### src/rtl/univ_shift_reg_pkg.sv
// Shared constants for the universal shift register: mode codes,
// burst FSM state encoding and burst direction values.
package shift_reg_pkg;

  // Operation select codes presented on the mode input
  localparam logic [2:0] MODE_HOLD  = 3'd0;
  localparam logic [2:0] MODE_LOAD  = 3'd1;
  localparam logic [2:0] MODE_SHL   = 3'd2;
  localparam logic [2:0] MODE_SHR   = 3'd3;
  localparam logic [2:0] MODE_ROL   = 3'd4;
  localparam logic [2:0] MODE_ROR   = 3'd5;
  localparam logic [2:0] MODE_BURST = 3'd6;
  localparam logic [2:0] MODE_CLEAR = 3'd7;

  // Burst controller states
  typedef enum logic {
    ST_IDLE  = 1'b0,
    ST_BURST = 1'b1
  } burst_state_e;

  // Burst shift direction
  localparam logic DIR_LEFT  = 1'b0;
  localparam logic DIR_RIGHT = 1'b1;

endpackage

### src/rtl/univ_shift_reg_if.sv
// Bundles the control/data inputs and the register outputs of the
// universal shift register. The master side drives commands, the slave
// side is the register itself.
interface univ_shift_reg_if #(
  parameter int WIDTH = 8,
  parameter int CNT_W = 4
);
  logic             en;
  logic [2:0]       mode;
  logic [WIDTH-1:0] d;
  logic             ser_in;
  logic             dir;
  logic [CNT_W-1:0] count;
  logic [WIDTH-1:0] q;
  logic [WIDTH-1:0] q_not;
  logic             ser_out_msb;
  logic             ser_out_lsb;
  logic             busy;
  logic             done;

  modport master (
    output en, mode, d, ser_in, dir, count,
    input  q, q_not, ser_out_msb, ser_out_lsb, busy, done
  );

  modport slave (
    input  en, mode, d, ser_in, dir, count,
    output q, q_not, ser_out_msb, ser_out_lsb, busy, done
  );
endinterface

### src/rtl/univ_shift_reg_burst_ctrl.sv
// Burst controller: latches the shift count and direction at burst start,
// issues one shift strobe per enabled cycle, and raises a one-cycle done
// pulse after the final shift (or immediately for a zero-length burst).
module shift_burst_ctrl
  import shift_reg_pkg::*;
#(
  parameter int CNT_W = 4
) (
  input  logic             clock,
  input  logic             reset,
  input  logic             i_en,
  input  logic             i_start,
  input  logic             i_clear,
  input  logic             i_dir,
  input  logic [CNT_W-1:0] i_count,
  output logic             o_busy,
  output logic             o_done,
  output logic             o_shift_strobe,
  output logic             o_shift_dir
);

  localparam logic [CNT_W-1:0] CNT_ZERO = {CNT_W{1'b0}};
  localparam logic [CNT_W-1:0] CNT_ONE  = {{(CNT_W-1){1'b0}}, 1'b1};

  burst_state_e     r_state;
  burst_state_e     w_state_nxt;
  logic [CNT_W-1:0] r_cnt;
  logic [CNT_W-1:0] w_cnt_nxt;
  logic             r_dir;
  logic             w_dir_nxt;
  logic             r_done;
  logic             w_done_nxt;

  // State, counter, latched direction and done pulse registers
  always_ff @(posedge clock) begin
    if (reset) begin
      r_state <= ST_IDLE;
      r_cnt   <= CNT_ZERO;
      r_dir   <= DIR_LEFT;
      r_done  <= 1'b0;
    end else begin
      r_state <= w_state_nxt;
      r_cnt   <= w_cnt_nxt;
      r_dir   <= w_dir_nxt;
      r_done  <= w_done_nxt;
    end
  end

  // Next-state logic: everything holds while disabled, done only pulses
  always_comb begin
    w_state_nxt = r_state;
    w_cnt_nxt   = r_cnt;
    w_dir_nxt   = r_dir;
    w_done_nxt  = 1'b0;
    if (i_en) begin
      case (r_state)
        ST_IDLE: begin
          if (i_start) begin
            if (i_count != CNT_ZERO) begin
              w_state_nxt = ST_BURST;
              w_cnt_nxt   = i_count;
              w_dir_nxt   = i_dir;
            end else begin
              w_done_nxt  = 1'b1;
            end
          end else begin
            w_state_nxt = ST_IDLE;
          end
        end
        ST_BURST: begin
          if (i_clear) begin
            w_state_nxt = ST_IDLE;
            w_cnt_nxt   = CNT_ZERO;
          end else begin
            // Decrement never wraps below zero
            if (r_cnt != CNT_ZERO) begin
              w_cnt_nxt = r_cnt - CNT_ONE;
            end else begin
              w_cnt_nxt = CNT_ZERO;
            end
            if (r_cnt <= CNT_ONE) begin
              w_state_nxt = ST_IDLE;
              w_done_nxt  = 1'b1;
            end else begin
              w_state_nxt = ST_BURST;
            end
          end
        end
        default: begin
          w_state_nxt = ST_IDLE;
          w_cnt_nxt   = CNT_ZERO;
        end
      endcase
    end else begin
      w_done_nxt = 1'b0;
    end
  end

  // Outputs to the datapath and the handshake pins
  always_comb begin
    o_busy         = (r_state == ST_BURST);
    o_done         = r_done;
    o_shift_dir    = r_dir;
    o_shift_strobe = i_en && (r_state == ST_BURST) && !i_clear;
  end

endmodule

### src/rtl/univ_shift_reg.sv
// Universal shift register: hold / load / shift / rotate / clear plus a
// multi-cycle burst shift sequenced by shift_burst_ctrl. q_not and the
// serial outputs are decoded directly from q so they can never disagree.
module univ_shift_reg
  import shift_reg_pkg::*;
#(
  parameter int               WIDTH     = 8,
  parameter int               CNT_W     = 4,
  parameter logic [WIDTH-1:0] RESET_VAL = {WIDTH{1'b0}}
) (
  input  logic          clock,
  input  logic          reset,
  univ_shift_reg_if.slave bus
);

  logic [WIDTH-1:0] r_q;
  logic [WIDTH-1:0] w_q_nxt;
  logic             w_busy;
  logic             w_done;
  logic             w_shift_strobe;
  logic             w_shift_dir;
  logic             w_start;
  logic             w_clear;

  assign w_start = (bus.mode == MODE_BURST);
  assign w_clear = (bus.mode == MODE_CLEAR);

  shift_burst_ctrl #(
    .CNT_W (CNT_W)
  ) u_burst_ctrl (
    .clock          (clock),
    .reset          (reset),
    .i_en           (bus.en),
    .i_start        (w_start),
    .i_clear        (w_clear),
    .i_dir          (bus.dir),
    .i_count        (bus.count),
    .o_busy         (w_busy),
    .o_done         (w_done),
    .o_shift_strobe (w_shift_strobe),
    .o_shift_dir    (w_shift_dir)
  );

  // Mode mux: during a burst only CLEAR and the burst strobe act on q
  always_comb begin
    w_q_nxt = r_q;
    if (!bus.en) begin
      w_q_nxt = r_q;
    end else if (w_busy) begin
      if (w_clear) begin
        w_q_nxt = {WIDTH{1'b0}};
      end else if (w_shift_strobe) begin
        if (w_shift_dir == DIR_RIGHT) begin
          w_q_nxt = {bus.ser_in, r_q[WIDTH-1:1]};
        end else begin
          w_q_nxt = {r_q[WIDTH-2:0], bus.ser_in};
        end
      end else begin
        w_q_nxt = r_q;
      end
    end else begin
      case (bus.mode)
        MODE_HOLD:  w_q_nxt = r_q;
        MODE_LOAD:  w_q_nxt = bus.d;
        MODE_SHL:   w_q_nxt = {r_q[WIDTH-2:0], bus.ser_in};
        MODE_SHR:   w_q_nxt = {bus.ser_in, r_q[WIDTH-1:1]};
        MODE_ROL:   w_q_nxt = {r_q[WIDTH-2:0], r_q[WIDTH-1]};
        MODE_ROR:   w_q_nxt = {r_q[0], r_q[WIDTH-1:1]};
        MODE_BURST: w_q_nxt = r_q;
        MODE_CLEAR: w_q_nxt = {WIDTH{1'b0}};
        default:    w_q_nxt = r_q;
      endcase
    end
  end

  // Register contents
  always_ff @(posedge clock) begin
    if (reset) begin
      r_q <= RESET_VAL;
    end else begin
      r_q <= w_q_nxt;
    end
  end

  assign bus.q           = r_q;
  assign bus.q_not       = ~r_q;
  assign bus.ser_out_msb = r_q[WIDTH-1];
  assign bus.ser_out_lsb = r_q[0];
  assign bus.busy        = w_busy;
  assign bus.done        = w_done;

endmodule

### src/flat_wrapper.sv
// flat-port wrapper written by rule: the top's interface ports become plain ports
module univ_shift_reg_flat import shift_reg_pkg::*;
#(
  parameter int               WIDTH     = 8,
  parameter int               CNT_W     = 4,
  parameter logic [WIDTH-1:0] RESET_VAL = {WIDTH{1'b0}}
)
  (clock, reset, bus_en, bus_mode, bus_d, bus_ser_in, bus_dir, bus_count, bus_q, bus_q_not, bus_ser_out_msb, bus_ser_out_lsb, bus_busy, bus_done);
  univ_shift_reg_if #(.WIDTH(WIDTH), .CNT_W(CNT_W)) bus_i ();
  input  logic clock;
  input  logic reset;
  input wire logic [$bits(bus_i.en)-1:0] bus_en;
  input wire logic [$bits(bus_i.mode)-1:0] bus_mode;
  input wire logic [$bits(bus_i.d)-1:0] bus_d;
  input wire logic [$bits(bus_i.ser_in)-1:0] bus_ser_in;
  input wire logic [$bits(bus_i.dir)-1:0] bus_dir;
  input wire logic [$bits(bus_i.count)-1:0] bus_count;
  output wire logic [$bits(bus_i.q)-1:0] bus_q;
  output wire logic [$bits(bus_i.q_not)-1:0] bus_q_not;
  output wire logic [$bits(bus_i.ser_out_msb)-1:0] bus_ser_out_msb;
  output wire logic [$bits(bus_i.ser_out_lsb)-1:0] bus_ser_out_lsb;
  output wire logic [$bits(bus_i.busy)-1:0] bus_busy;
  output wire logic [$bits(bus_i.done)-1:0] bus_done;
  assign bus_i.en = bus_en;
  assign bus_i.mode = bus_mode;
  assign bus_i.d = bus_d;
  assign bus_i.ser_in = bus_ser_in;
  assign bus_i.dir = bus_dir;
  assign bus_i.count = bus_count;
  assign bus_q = bus_i.q;
  assign bus_q_not = bus_i.q_not;
  assign bus_ser_out_msb = bus_i.ser_out_msb;
  assign bus_ser_out_lsb = bus_i.ser_out_lsb;
  assign bus_busy = bus_i.busy;
  assign bus_done = bus_i.done;
  univ_shift_reg #(.WIDTH(WIDTH), .CNT_W(CNT_W), .RESET_VAL(RESET_VAL)) u_core (.clock(clock), .reset(reset), .bus(bus_i));
endmodule
### config.mk
export PLATFORM = sky130hd
export DESIGN_NAME = univ_shift_reg_flat
export DESIGN_NICKNAME = d
export VERILOG_FILES = /design/src/rtl/univ_shift_reg_pkg.sv /design/src/rtl/univ_shift_reg_if.sv /design/src/rtl/univ_shift_reg_burst_ctrl.sv /design/src/rtl/univ_shift_reg.sv /design/src/flat_wrapper.sv
export SDC_FILE = /design/constraint.sdc
export NUM_CORES = 1
export LEC_CHECK = 0
export ABC_AREA = 1
export ABC_CLOCK_PERIOD_IN_PS = 1330
export BUFFER_PORTS_ARGS = -buffer_cell sky130_fd_sc_hd__buf_2
export CORE_MARGIN = 5
export CORE_UTILIZATION = 53
export CTS_BUF_LIST = sky130_fd_sc_hd__clkbuf_2
export DETAILED_ROUTE_END_ITERATION = 10
export PLACE_DENSITY = 0.8
export SETUP_SLACK_MARGIN = 0.2
export SYNTH_ARGS = -nofsm -noshare
export SYNTH_HDL_FRONTEND = slang
export SYNTH_SLANG_ARGS = --single-unit
### constraint.sdc
create_clock -name clock -period 1.33 [get_ports clock]
set_input_delay 0.1995 -clock clock [delete_from_list [all_inputs] [get_ports clock]]
set_output_delay 0.1995 -clock clock [all_outputs]
set_load 0.02 [all_outputs]
Word-level counts from Yosys, hierarchy flattened
Cells that the tools add are included.
- output and inout bits: 20
- bits of input ports: 20
- word-level logic and storage cells: 52
- bits in registers: 15
- eq/ne operators: 11
- order comparisons: 1
- add/sub/neg operators: 1
- multiplexer cells: 20
- reductions and logical operators: 11
- bitwise logic cells: 3
- operator list (kind ; count):
    $pmux W8 S6 ; 1
    $mux W8 ; 4
    $mux W4 ; 4
    $eq A3 B3 Y1 const B ; 4
    $mux W1 ; 8
    $not A8 Y8 ; 1
    $pmux W4 S2 ; 1
    $reduce_bool A4 Y1 ; 2
    $eq A3 B2 Y1 const B ; 2
    $reduce_and A3 Y1 ; 2
    $le A4 B1 Y1 const B ; 1
    $ne A2 B2 Y1 const B ; 2
    $pmux W1 S2 ; 2
    $reduce_and A4 Y1 ; 1
    $reduce_or A2 Y1 ; 2
    $sub A4 B1 Y4 const B ; 1
    $eq A3 B1 Y1 const B ; 1
    $logic_not A3 Y1 ; 1
    $ne A3 B3 Y1 const B ; 1
    $logic_and A1 B1 Y1 ; 2
    $ne A2 B1 Y1 const B ; 1
    $not A1 Y1 ; 2
    $logic_not A1 Y1 ; 1

Logic depth before layout (Yosys ltp)
Gate-level depths: netlist (run 1).
- depth in word-level cells: 6
- mapped depth: 10
- depth with buffers taken out: 8

By module
Synthesis (run 1) repeated with hierarchy kept, for this count alone.
- cells, all modules: 221
- area, all modules: 1263.7 sq um
- modules (own cells, without submodules) (module ; area each (sq um) ; times used ; cells each ; seq. area each (sq um)):
    univ_shift_reg ; 849.6 ; 1 ; 157 ; 160.2
    shift_burst_ctrl ; 414.1 ; 1 ; 64 ; 140.1

Worst setup path before layout (run 1)
Ideal clock, no wire load.
- path type: register to register
- start: register u_core.u_burst_ctrl.r_state (netlist: u_core.u_burst_ctrl.o_busy)
- end: register u_core.r_q[1] (netlist: u_core.bus.q[1])
- path buffers: 1
- cell stages (with the launch flop): 8
- setup time: 0.066 ns
- setup slack: 0.090 ns
- required time: 1.264 ns
- arrival time: 1.174 ns
- period minus slack after synthesis: 1.240 ns
- cell sequence: dfxtp_1 inv_2 nand3_2 nand3_4 buf_8 nand2_1 nand2_1 a21oi_2
- cells in the longest elaborated chain, start to end: 4
- elaborated cells on any way between the ends: 6
- those cells by class: 2 x eq/ne; 1 x mux; 3 x reduce/logical
- RTL lines (item ; line ; source):
    start, declared ; univ_shift_reg_burst_ctrl.sv:25 ; burst_state_e r_state;
    start signal, assigned ; univ_shift_reg_burst_ctrl.sv:42 ; r_state <= w_state_nxt;
    $logic_and A1 B1 Y1 (2 in series) ; univ_shift_reg_burst_ctrl.sv:104 ; o_shift_strobe = i_en && (r_state == ST_BURST) && !i_clear;
    $ne A3 B3 Y1 (no line) ; n/a ;
    $reduce_and A3 Y1 (no line) ; n/a ;
    end signal, assigned ; univ_shift_reg.sv:81 ; r_q <= w_q_nxt;
    end, declared ; univ_shift_reg.sv:16 ; logic [WIDTH-1:0] r_q;
Several ways; a longest one is shown, not always the timed one.
A chain may end at the register's enable or synchronous reset.

Worst setup path after layout (run 1)
- start: register u_core.r_q[0] (netlist: u_core.bus.q[0])
- end: output port bus_q_not[0]
- cells in the longest elaborated chain, start to end: 1
- RTL lines (item ; line ; source):
    $not A8 Y8 ; univ_shift_reg.sv:86 ; assign bus.q_not = ~r_q;
    end, declared ; flat_wrapper.sv:19 ; output wire logic [$bits(bus_i.q_not)-1:0] bus_q_not;
Every way passes these cells.

==> results.json, run 1 <==
{
  "syn_nets": 254,
  "layout_min_cycle_time_ns": 1.12,
  "postLayoutCoreUtil_pct": 70.6,
  "max_slew_margin_pct": 72.7,
  "drcViolationCount": 0,
  "async_reset_ff_share_pct": 0,
  "grt_start_max_net_pins": 18,
  "clock.fmax_mhz": 896,
  "fp.dieW_um": 60.6,
  "peakVddDrop_mv": 0.595,
  "synth_seq_cells": 15,
  "clock_transition_at_path_regs_ns": 0.18,
  "finalWeightedCongestion": 0.990,
  "yosys_warnings": 0,
  "mostFrequentLayoutCells": "75 x sky130_fd_sc_hd__nand2_1, 29 x sky130_fd_sc_hd__buf_2, 26 x sky130_fd_sc_hd__inv_1",
  "layout-drive-gt1-share_pct": 39.0,
  "drt-pass1-iter-count": 4,
  "max_slew.worst_pin.slew_ns": 0.409,
  "via_per_inst": 5.14,
  "fp.dieH_um": 60.6,
  "worst_path_dominant_cell_family": "flip-flops",
  "setup_violations": 0,
  "drv.max_cap_violation_count": 0,
  "clock_root_buffer": "sky130_fd_sc_hd__clkbuf_2",
  "start_util_pct": 55.3,
  "first_pass_grt_wire_length_um": 5710,
  "wirelength_um": 3540,
  "finalNetCount": 298,
  "critical_path_arrival_ns": 0.92,
  "power.static_leakage_nw": 0.903,
  "sequential_cell_area_um2": 324,
  "outcome": "completed",
  "synthesis.area_per_instance_um2": 5.80,
  "antenna_left": 0,
  "critical_path_buf_inv_count": 2,
  "rows": 18,
  "cts_tree": "done",
  "timing.critical_path.cells": "inv_2 > buf_6",
  "p_total_w": 0.00130,
  "timing.final.crit_share_pct": 83.9,
  "timing.critical_path.from_type": "flop",
  "final-hold-violation-count": 0,
  "ios": 40,
  "track_usage_pct": 20.2,
  "numPortBuffers": 39,
  "critical_path_required_ns": 1.13,
  "synth_cell_types": 24,
  "cts_made_buffers": 3,
  "multi_input_area_um2": 901,
  "yosysSeqAreaShare_pct": 22.1,
  "area_growth_syn_to_layout_pct": 27.7,
  "postCtsHoldBufs": 0,
  "min-delay-path-class": "primary input to flop",
  "core_area_mm2": 0.00245,
  "timing_worst_setup_path_type": "flop to output port",
  "mostFrequentLayoutCell": "sky130_fd_sc_hd__nand2_1",
  "via_count": 1577,
  "cts.htree.levels": 1,
  "worst_hold_slack_ns": 0.0933,
  "layout_fillers": 229,
  "grt_pass1_vias": 1376,
  "endpoint_kind": "output port",
  "syn-instance-count": 234,
  "p_per_area_mw_per_mm2": 751,
  "worstPathMaxFanout": 6,
  "first_drt_iteration_drcs": 74,
  "flip_flop_cell_with_the_highest_count_after_synthesis": "sky130_fd_sc_hd__dfxtp_1",
  "fin_worst_skew_ns": 0.0332,
  "routedWlPerCell_um": 11.5,
  "critPathMaxStageDelay_ns": 0.43,
  "synth_largest_type_area_fraction_pct": 22.1,
  "cts.sinks": 15,
  "worst_skew_pair.late_latency_ns": 0.31,
  "timing.final.max_slew_violations": 0,
  "clockBufferDepth": 2,
  "dpl.hpwl_um": 2560,
  "syn_area_mm2": 0.00136,
  "post_synth_edffs": 0,
  "grt_setup_unrepaired": "yes",
  "synthTopCellsByArea": "sky130_fd_sc_hd__dfxtp_1 22%, sky130_fd_sc_hd__nand2_1 22%, sky130_fd_sc_hd__inv_1 9.4%, sky130_fd_sc_hd__nand3_1 8.1%, sky130_fd_sc_hd__nor2_1 5.8%",
  "yosysTopAreaCell": "sky130_fd_sc_hd__dfxtp_1",
  "insertedDiodeCount": 0,
  "floorplan.die_area_mm2": 0.00367,
  "critical-path-slowest-cell": "sky130_fd_sc_hd__dfxtp_4",
  "totalNegativeSetupSlack_ns": 0,
  "global_route.overflow_total": 0,
  "grt_antenna_before_repair": 0
}
[flip-flops by register name (all words and copies together) (netlist names)]
register / flops
u_core.u_burst_ctrl.o_shift_dir: 1
u_core.u_burst_ctrl.r_cnt: 4
u_core.u_burst_ctrl.o_done: 1
u_core.bus.q: 8
u_core.u_burst_ctrl.o_busy: 1
[report_power, final]
part,internal (W),switching (W),total [W]
Combinational,0.000210,0.000330,0.000540
Sequential,0.000483,0.0000379,0.000521
Clock,0.0000797,0.000162,0.000241
Total,0.000772,0.000530,0.00130
[through the flow]
stage / area, um^2 / setup slack [ns] / cells
final: 1730 / 0.214 / 307
after CTS: 1640 / 0.164 / 305
after global routing: 1730 / 0.154 / 307
after detailed placement: 1540 / 0.0630 / 296
after floorplan: 1360 / 0.190 / 234
after global placement: 1540 / 0.0888 / 296
[final timing paths]
check	startpoint	endpoint	slack [ns]	cells past startpoint
setup reg to reg	u_core.u_burst_ctrl.o_busy$_SDFFE_PP0P_	u_core.bus.q[1]$_SDFFE_PP0P_	0.24	6
hold / removal	reset	u_core.u_burst_ctrl.o_busy$_SDFFE_PP0P_	0.09	2
setup / recovery	u_core.bus.q[0]$_SDFFE_PP0P_	bus_q_not[0]	0.21	2
hold reg to reg	u_core.u_burst_ctrl.r_cnt[3]$_SDFFE_PP0P_	u_core.u_burst_ctrl.r_cnt[3]$_SDFFE_PP0P_	0.49	2
[kinds of logic (layout without fill, tap and decap cells)]
group                  count (synthesis)  in the layout  synth area share (%)
AND/OR/NAND/NOR                      146            147                  50.0
buffers and inverters                 46             88                  15.4
flip-flops                            15             15                  22.1
AO/OA/AOI/OAI                         27             27                  12.4
[routing by layer]
metal / vias to the layer above / routed length [um] / share of wire, % / track usage (%)
met3: 10 / 256 / 7.2 / 4.47
met1: 706 / 1510 / 43 / 24.9
met4: 0 / 72 / 2.0 / 6.19
li1: 807 / - / - / -
met2: 54 / 1700 / 48 / 35.0
met5: - / 0 / 0 / 0
[cells in the mapped netlist (2+ instances only)]
cell and instances:
sky130_fd_sc_hd__a21oi_2 8, sky130_fd_sc_hd__nand3_4 2, sky130_fd_sc_hd__inv_1 34, sky130_fd_sc_hd__buf_4 4
sky130_fd_sc_hd__a21oi_1 5, sky130_fd_sc_hd__nor2_1 21, sky130_fd_sc_hd__dfxtp_1 15, sky130_fd_sc_hd__nor2_2 10
sky130_fd_sc_hd__nor2_4 2, sky130_fd_sc_hd__nand4_1 3, sky130_fd_sc_hd__o21ai_0 12, sky130_fd_sc_hd__inv_2 3
sky130_fd_sc_hd__nand3_1 22, sky130_fd_sc_hd__nand2_2 5, sky130_fd_sc_hd__buf_2 2, sky130_fd_sc_hd__nand2_1 78
[area by class of cell]
cell class                      count  area share, %
Inverter                           37           8.59
Tap cell                           30           2.16
Clock buffer                        4           1.15
Timing Repair Buffer               47           17.5
Multi-Input combinational cell    174           51.9
Sequential cell                    15           18.7
[repair_timing]
item	in CTS	in global routing
gates resized for setup	16	35
pin swaps	1	2
gates cloned	1	0
buffers inserted	4	2
endpoints found under the setup margin	23	23
Power figures use the tool's default switching activity.
==> run 2, diff against run 1 <==
--- a/config.mk
+++ b/config.mk
@@ -5,14 +5,14 @@
 export SDC_FILE = /design/constraint.sdc
 export NUM_CORES = 1
 export LEC_CHECK = 0
-export ABC_AREA = 1
-export ABC_CLOCK_PERIOD_IN_PS = 1330
+export ABC_AREA = 0
+export ABC_CLOCK_PERIOD_IN_PS = 1100
 export BUFFER_PORTS_ARGS = -buffer_cell sky130_fd_sc_hd__buf_2
 export CORE_MARGIN = 5
-export CORE_UTILIZATION = 53
+export CORE_UTILIZATION = 51
 export CTS_BUF_LIST = sky130_fd_sc_hd__clkbuf_2
 export DETAILED_ROUTE_END_ITERATION = 10
-export PLACE_DENSITY = 0.8
+export PLACE_DENSITY = 0.79
 export SETUP_SLACK_MARGIN = 0.2
 export SYNTH_ARGS = -nofsm -noshare
 export SYNTH_HDL_FRONTEND = slang
==> constraint.sdc (replaced) <==
create_clock -name clock -period 1.1 [get_ports clock]
set_input_delay 0.165 -clock clock [delete_from_list [all_inputs] [get_ports clock]]
set_output_delay 0.165 -clock clock [all_outputs]
set_load 0.02 [all_outputs]
==> results.json, run 2 <==
{
  "insertedDiodeCount": 0,
  "clock_root_buffer": "sky130_fd_sc_hd__clkbuf_2",
  "first_pass_grt_wire_length_um": 7470,
  "yosysTopAreaCell": "sky130_fd_sc_hd__dfxtp_1",
  "min-delay-path-class": "primary input to flop",
  "layout-drive-gt1-share_pct": 61.4,
  "async_reset_ff_share_pct": 0,
  "syn-instance-count": 156,
  "drv.max_cap_violation_count": 0,
  "peakVddDrop_mv": 0.830,
  "clock_transition_at_path_regs_ns": 0.16,
  "antenna_left": 0,
  "area_growth_syn_to_layout_pct": 73.7,
  "dpl.hpwl_um": 2730,
  "seq_power_share_pct": 35.5,
  "failed_checks": "negative setup slack",
  "layout_fillers": 87,
  "synth_seq_cells": 15,
  "wirelength_um": 5720,
  "postLayoutCoreUtil_pct": 91.6,
  "via_per_inst": 7.03,
  "ios": 40,
  "power_frac_clock_pct": 17.7,
  "drt-pass1-iter-count": 6,
  "number_of_flip_flops_in_the_largest_register": 8,
  "placedInstanceArea_mm2": 0.00154,
  "grt_pass1_vias": 1641,
  "yosys_warnings": 0,
  "timing.final.max_slew_violations": 0,
  "cts.htree.levels": 1,
  "cts.sinks": 15,
  "synth_largest_type_area_fraction_pct": 26.2,
  "flip_flop_cell_with_the_highest_count_after_synthesis": "sky130_fd_sc_hd__dfxtp_1",
  "routedWlPerCell_um": 22.8,
  "synth_cell_types": 38,
  "floorplan.die_area_mm2": 0.00329,
  "totalNegativeSetupSlack_ns": -1.62,
  "final-hold-violation-count": 0,
  "p_per_area_mw_per_mm2": 907,
  "synthesis.area_per_instance_um2": 7.34,
  "syn_nets": 176,
  "worst_path_dominant_cell_family": "simple AND/OR/NAND/NOR gates",
  "grt_antenna_before_repair": 0,
  "cts_tree": "done",
  "layout_min_cycle_time_ns": 1.25,
  "fp.dieH_um": 57.4,
  "outcome": "finished with violations",
  "postCtsHoldBufs": 0,
  "critPathMaxStageDelay_ns": 0.39,
  "cts_made_buffers": 3,
  "numPortBuffers": 39,
  "via_count": 1765,
  "finalWeightedCongestion": 0.888,
  "yosysMostFrequentCell": "sky130_fd_sc_hd__nand2_1",
  "worst_hold_slack_ns": 0.186,
  "final_critical_path_setup_slack_ns": -0.152,
  "power.net_switching_w": 0.000739,
  "drcViolationCount": 0,
  "setup_violations": 30,
  "finalInstanceArea_mm2": 0.00199,
  "fin_worst_skew_ns": 0.0304,
  "endpoint_kind": "flop",
  "post_synth_edffs": 0,
  "worstPathMaxFanout": 4,
  "grt_start_max_net_pins": 18,
  "yosysSeqAreaShare_pct": 26.2,
  "synthTopCellsByArea": "sky130_fd_sc_hd__dfxtp_1 26%, sky130_fd_sc_hd__o21ai_0 7.0%, sky130_fd_sc_hd__a311oi_1 6.1%, sky130_fd_sc_hd__o221ai_1 6.1%, sky130_fd_sc_hd__nand2_1 5.9%",
  "p_total_w": 0.00180,
  "timing.final.crit_share_pct": 114,
  "synthTopCellsByCount": "18 x sky130_fd_sc_hd__nand2_1, 16 x sky130_fd_sc_hd__o21ai_0, 15 x sky130_fd_sc_hd__dfxtp_1",
  "grt_setup_unrepaired": "yes",
  "timing.critical_path.cells": "and4bb_2 > nand3_2 > mux2i_1 > nor2_1",
  "critical-path-slowest-cell": "sky130_fd_sc_hd__dfxtp_4",
  "first_drt_iteration_drcs": 148,
  "start_util_pct": 52.8,
  "critical_path_buf_inv_count": 0,
  "power_switching_share_pct": 41.0,
  "rows": 17,
  "timing.critical_path.from_type": "flop",
  "fp.dieW_um": 57.4,
  "clock.fmax_mhz": 799,
  "worst_skew_pair.late_latency_ns": 0.35,
  "mostFrequentLayoutCells": "31 x sky130_fd_sc_hd__buf_4, 24 x sky130_fd_sc_hd__buf_6, 19 x sky130_fd_sc_hd__buf_2",
  "timing_worst_setup_path_type": "flop to flop",
  "p_int_w": 0.00106,
  "clockBufferDepth": 2,
  "global_route.overflow_total": 0,
  "portion_of_total_power_attributed_to_combinational_logic_pct": 46.8,
  "core_area_mm2": 0.00217,
  "power.static_leakage_nw": 0.837,
  "max_slew_margin_pct": 71.7,
  "mostFrequentLayoutCell": "sky130_fd_sc_hd__buf_4",
  "critical_path_required_ns": 1.31,
  "max_slew.worst_pin.slew_ns": 0.424,
  "track_usage_pct": 28.5,
  "finalNetCount": 244,
  "syn_area_mm2": 0.00114,
  "critical_path_arrival_ns": 1.46
}
[run 2: changes by cell type in the layout (fill, tap and decap cells not counted), sizes merged, moves of 20 or more]
cell   previous run  this run
buf              47        77
inv              37        10
nor2             33        13
nand3            26         2
nand2            84        18
[run 2: logic make-up (layout without fill, tap and decap cells)]
family	count (synthesis)	after routing	synth area share, %
and+or+nand+nor	58	58	26.3
AOI/OAI and AO/OA	56	56	34.6
buffers and inverters	24	91	10.2
DFF	15	15	26.2
muxes	2	2	1.86
xor gates and xnor gates	1	1	0.765
[run 2: final timing paths]
| path | slack, ns | to | startpoint | depth (start not counted) |
|---|---|---|---|---|
| max | -0.15 | u_core.u_burst_ctrl.o_shift_dir$_SDFFE_PP0P_ | u_core.u_burst_ctrl.o_busy$_SDFFE_PP0P_ | 4 |
| min | 0.19 | u_core.u_burst_ctrl.o_shift_dir$_SDFFE_PP0P_ | bus_dir | 3 |
| max reg2reg | -0.15 | u_core.u_burst_ctrl.o_shift_dir$_SDFFE_PP0P_ | u_core.u_burst_ctrl.o_busy$_SDFFE_PP0P_ | 4 |
| min reg2reg | 0.59 | u_core.u_burst_ctrl.r_cnt[2]$_SDFFE_PP0P_ | u_core.u_burst_ctrl.r_cnt[2]$_SDFFE_PP0P_ | 2 |
[run 2: power by group through the flow]
stage / logic, W / registers (W) / clock network (W)
6_report: 0.000844 / 0.000640 / 0.000318
5_1_grt: 0.000882 / 0.000645 / 0.000330
4_1_cts: 0.000683 / 0.000635 / 0.000292
3_5_place_dp: 0.000539 / 0.000643 / 0
3_3_place_gp: 0.000524 / 0.000641 / 0
2_1_floorplan: 0.000303 / 0.000670 / 0
[run 2: final cells by class]
cell class | instances | area [um^2] | area share (%)
clock buffers | 3 | 15.0 | 0.755
multi-input cells | 117 | 880 | 44.2
flip-flops and latches | 15 | 345 | 17.4
clock inverters | 1 | 5.00 | 0.252
well taps | 28 | 35.0 | 1.76
inverters | 10 | 55.1 | 2.77
repair buffers | 77 | 653 | 32.9
[run 2: worst register-to-register path: stages (launching register included)]
cell and delay (ns):
sky130_fd_sc_hd__dfxtp_4 0.39, sky130_fd_sc_hd__and4bb_2 0.34, sky130_fd_sc_hd__nand3_2 0.11, sky130_fd_sc_hd__mux2i_1 0.22, sky130_fd_sc_hd__nor2_1 0.08
[run 2: what timing repair did]
item | 4_1_cts | 5_1_grt
setup endpoints to repair | 35 | 35
pin swaps | 8 | 12
resized for setup | 63 | 43
setup buffers | 8 | 5
[run 2: metrics by stage]
stage	setup slack, ns	cells
2_1_floorplan	-0.164	156
3_3_place_gp	-0.306	234
3_5_place_dp	-0.343	234
4_1_cts	-0.0938	246
5_1_grt	-0.230	251
6_report	-0.152	251
[run 2: routing by layer]
layer  vias to the layer above  global-route usage, %  share of wire [%]
li1                        712                      -                  -
met1                       809                   31.4                 33
met2                       205                   49.0                 48
met3                        39                   4.75                 12
met4                         0                   19.9                7.0
met5                         -                      0                  0
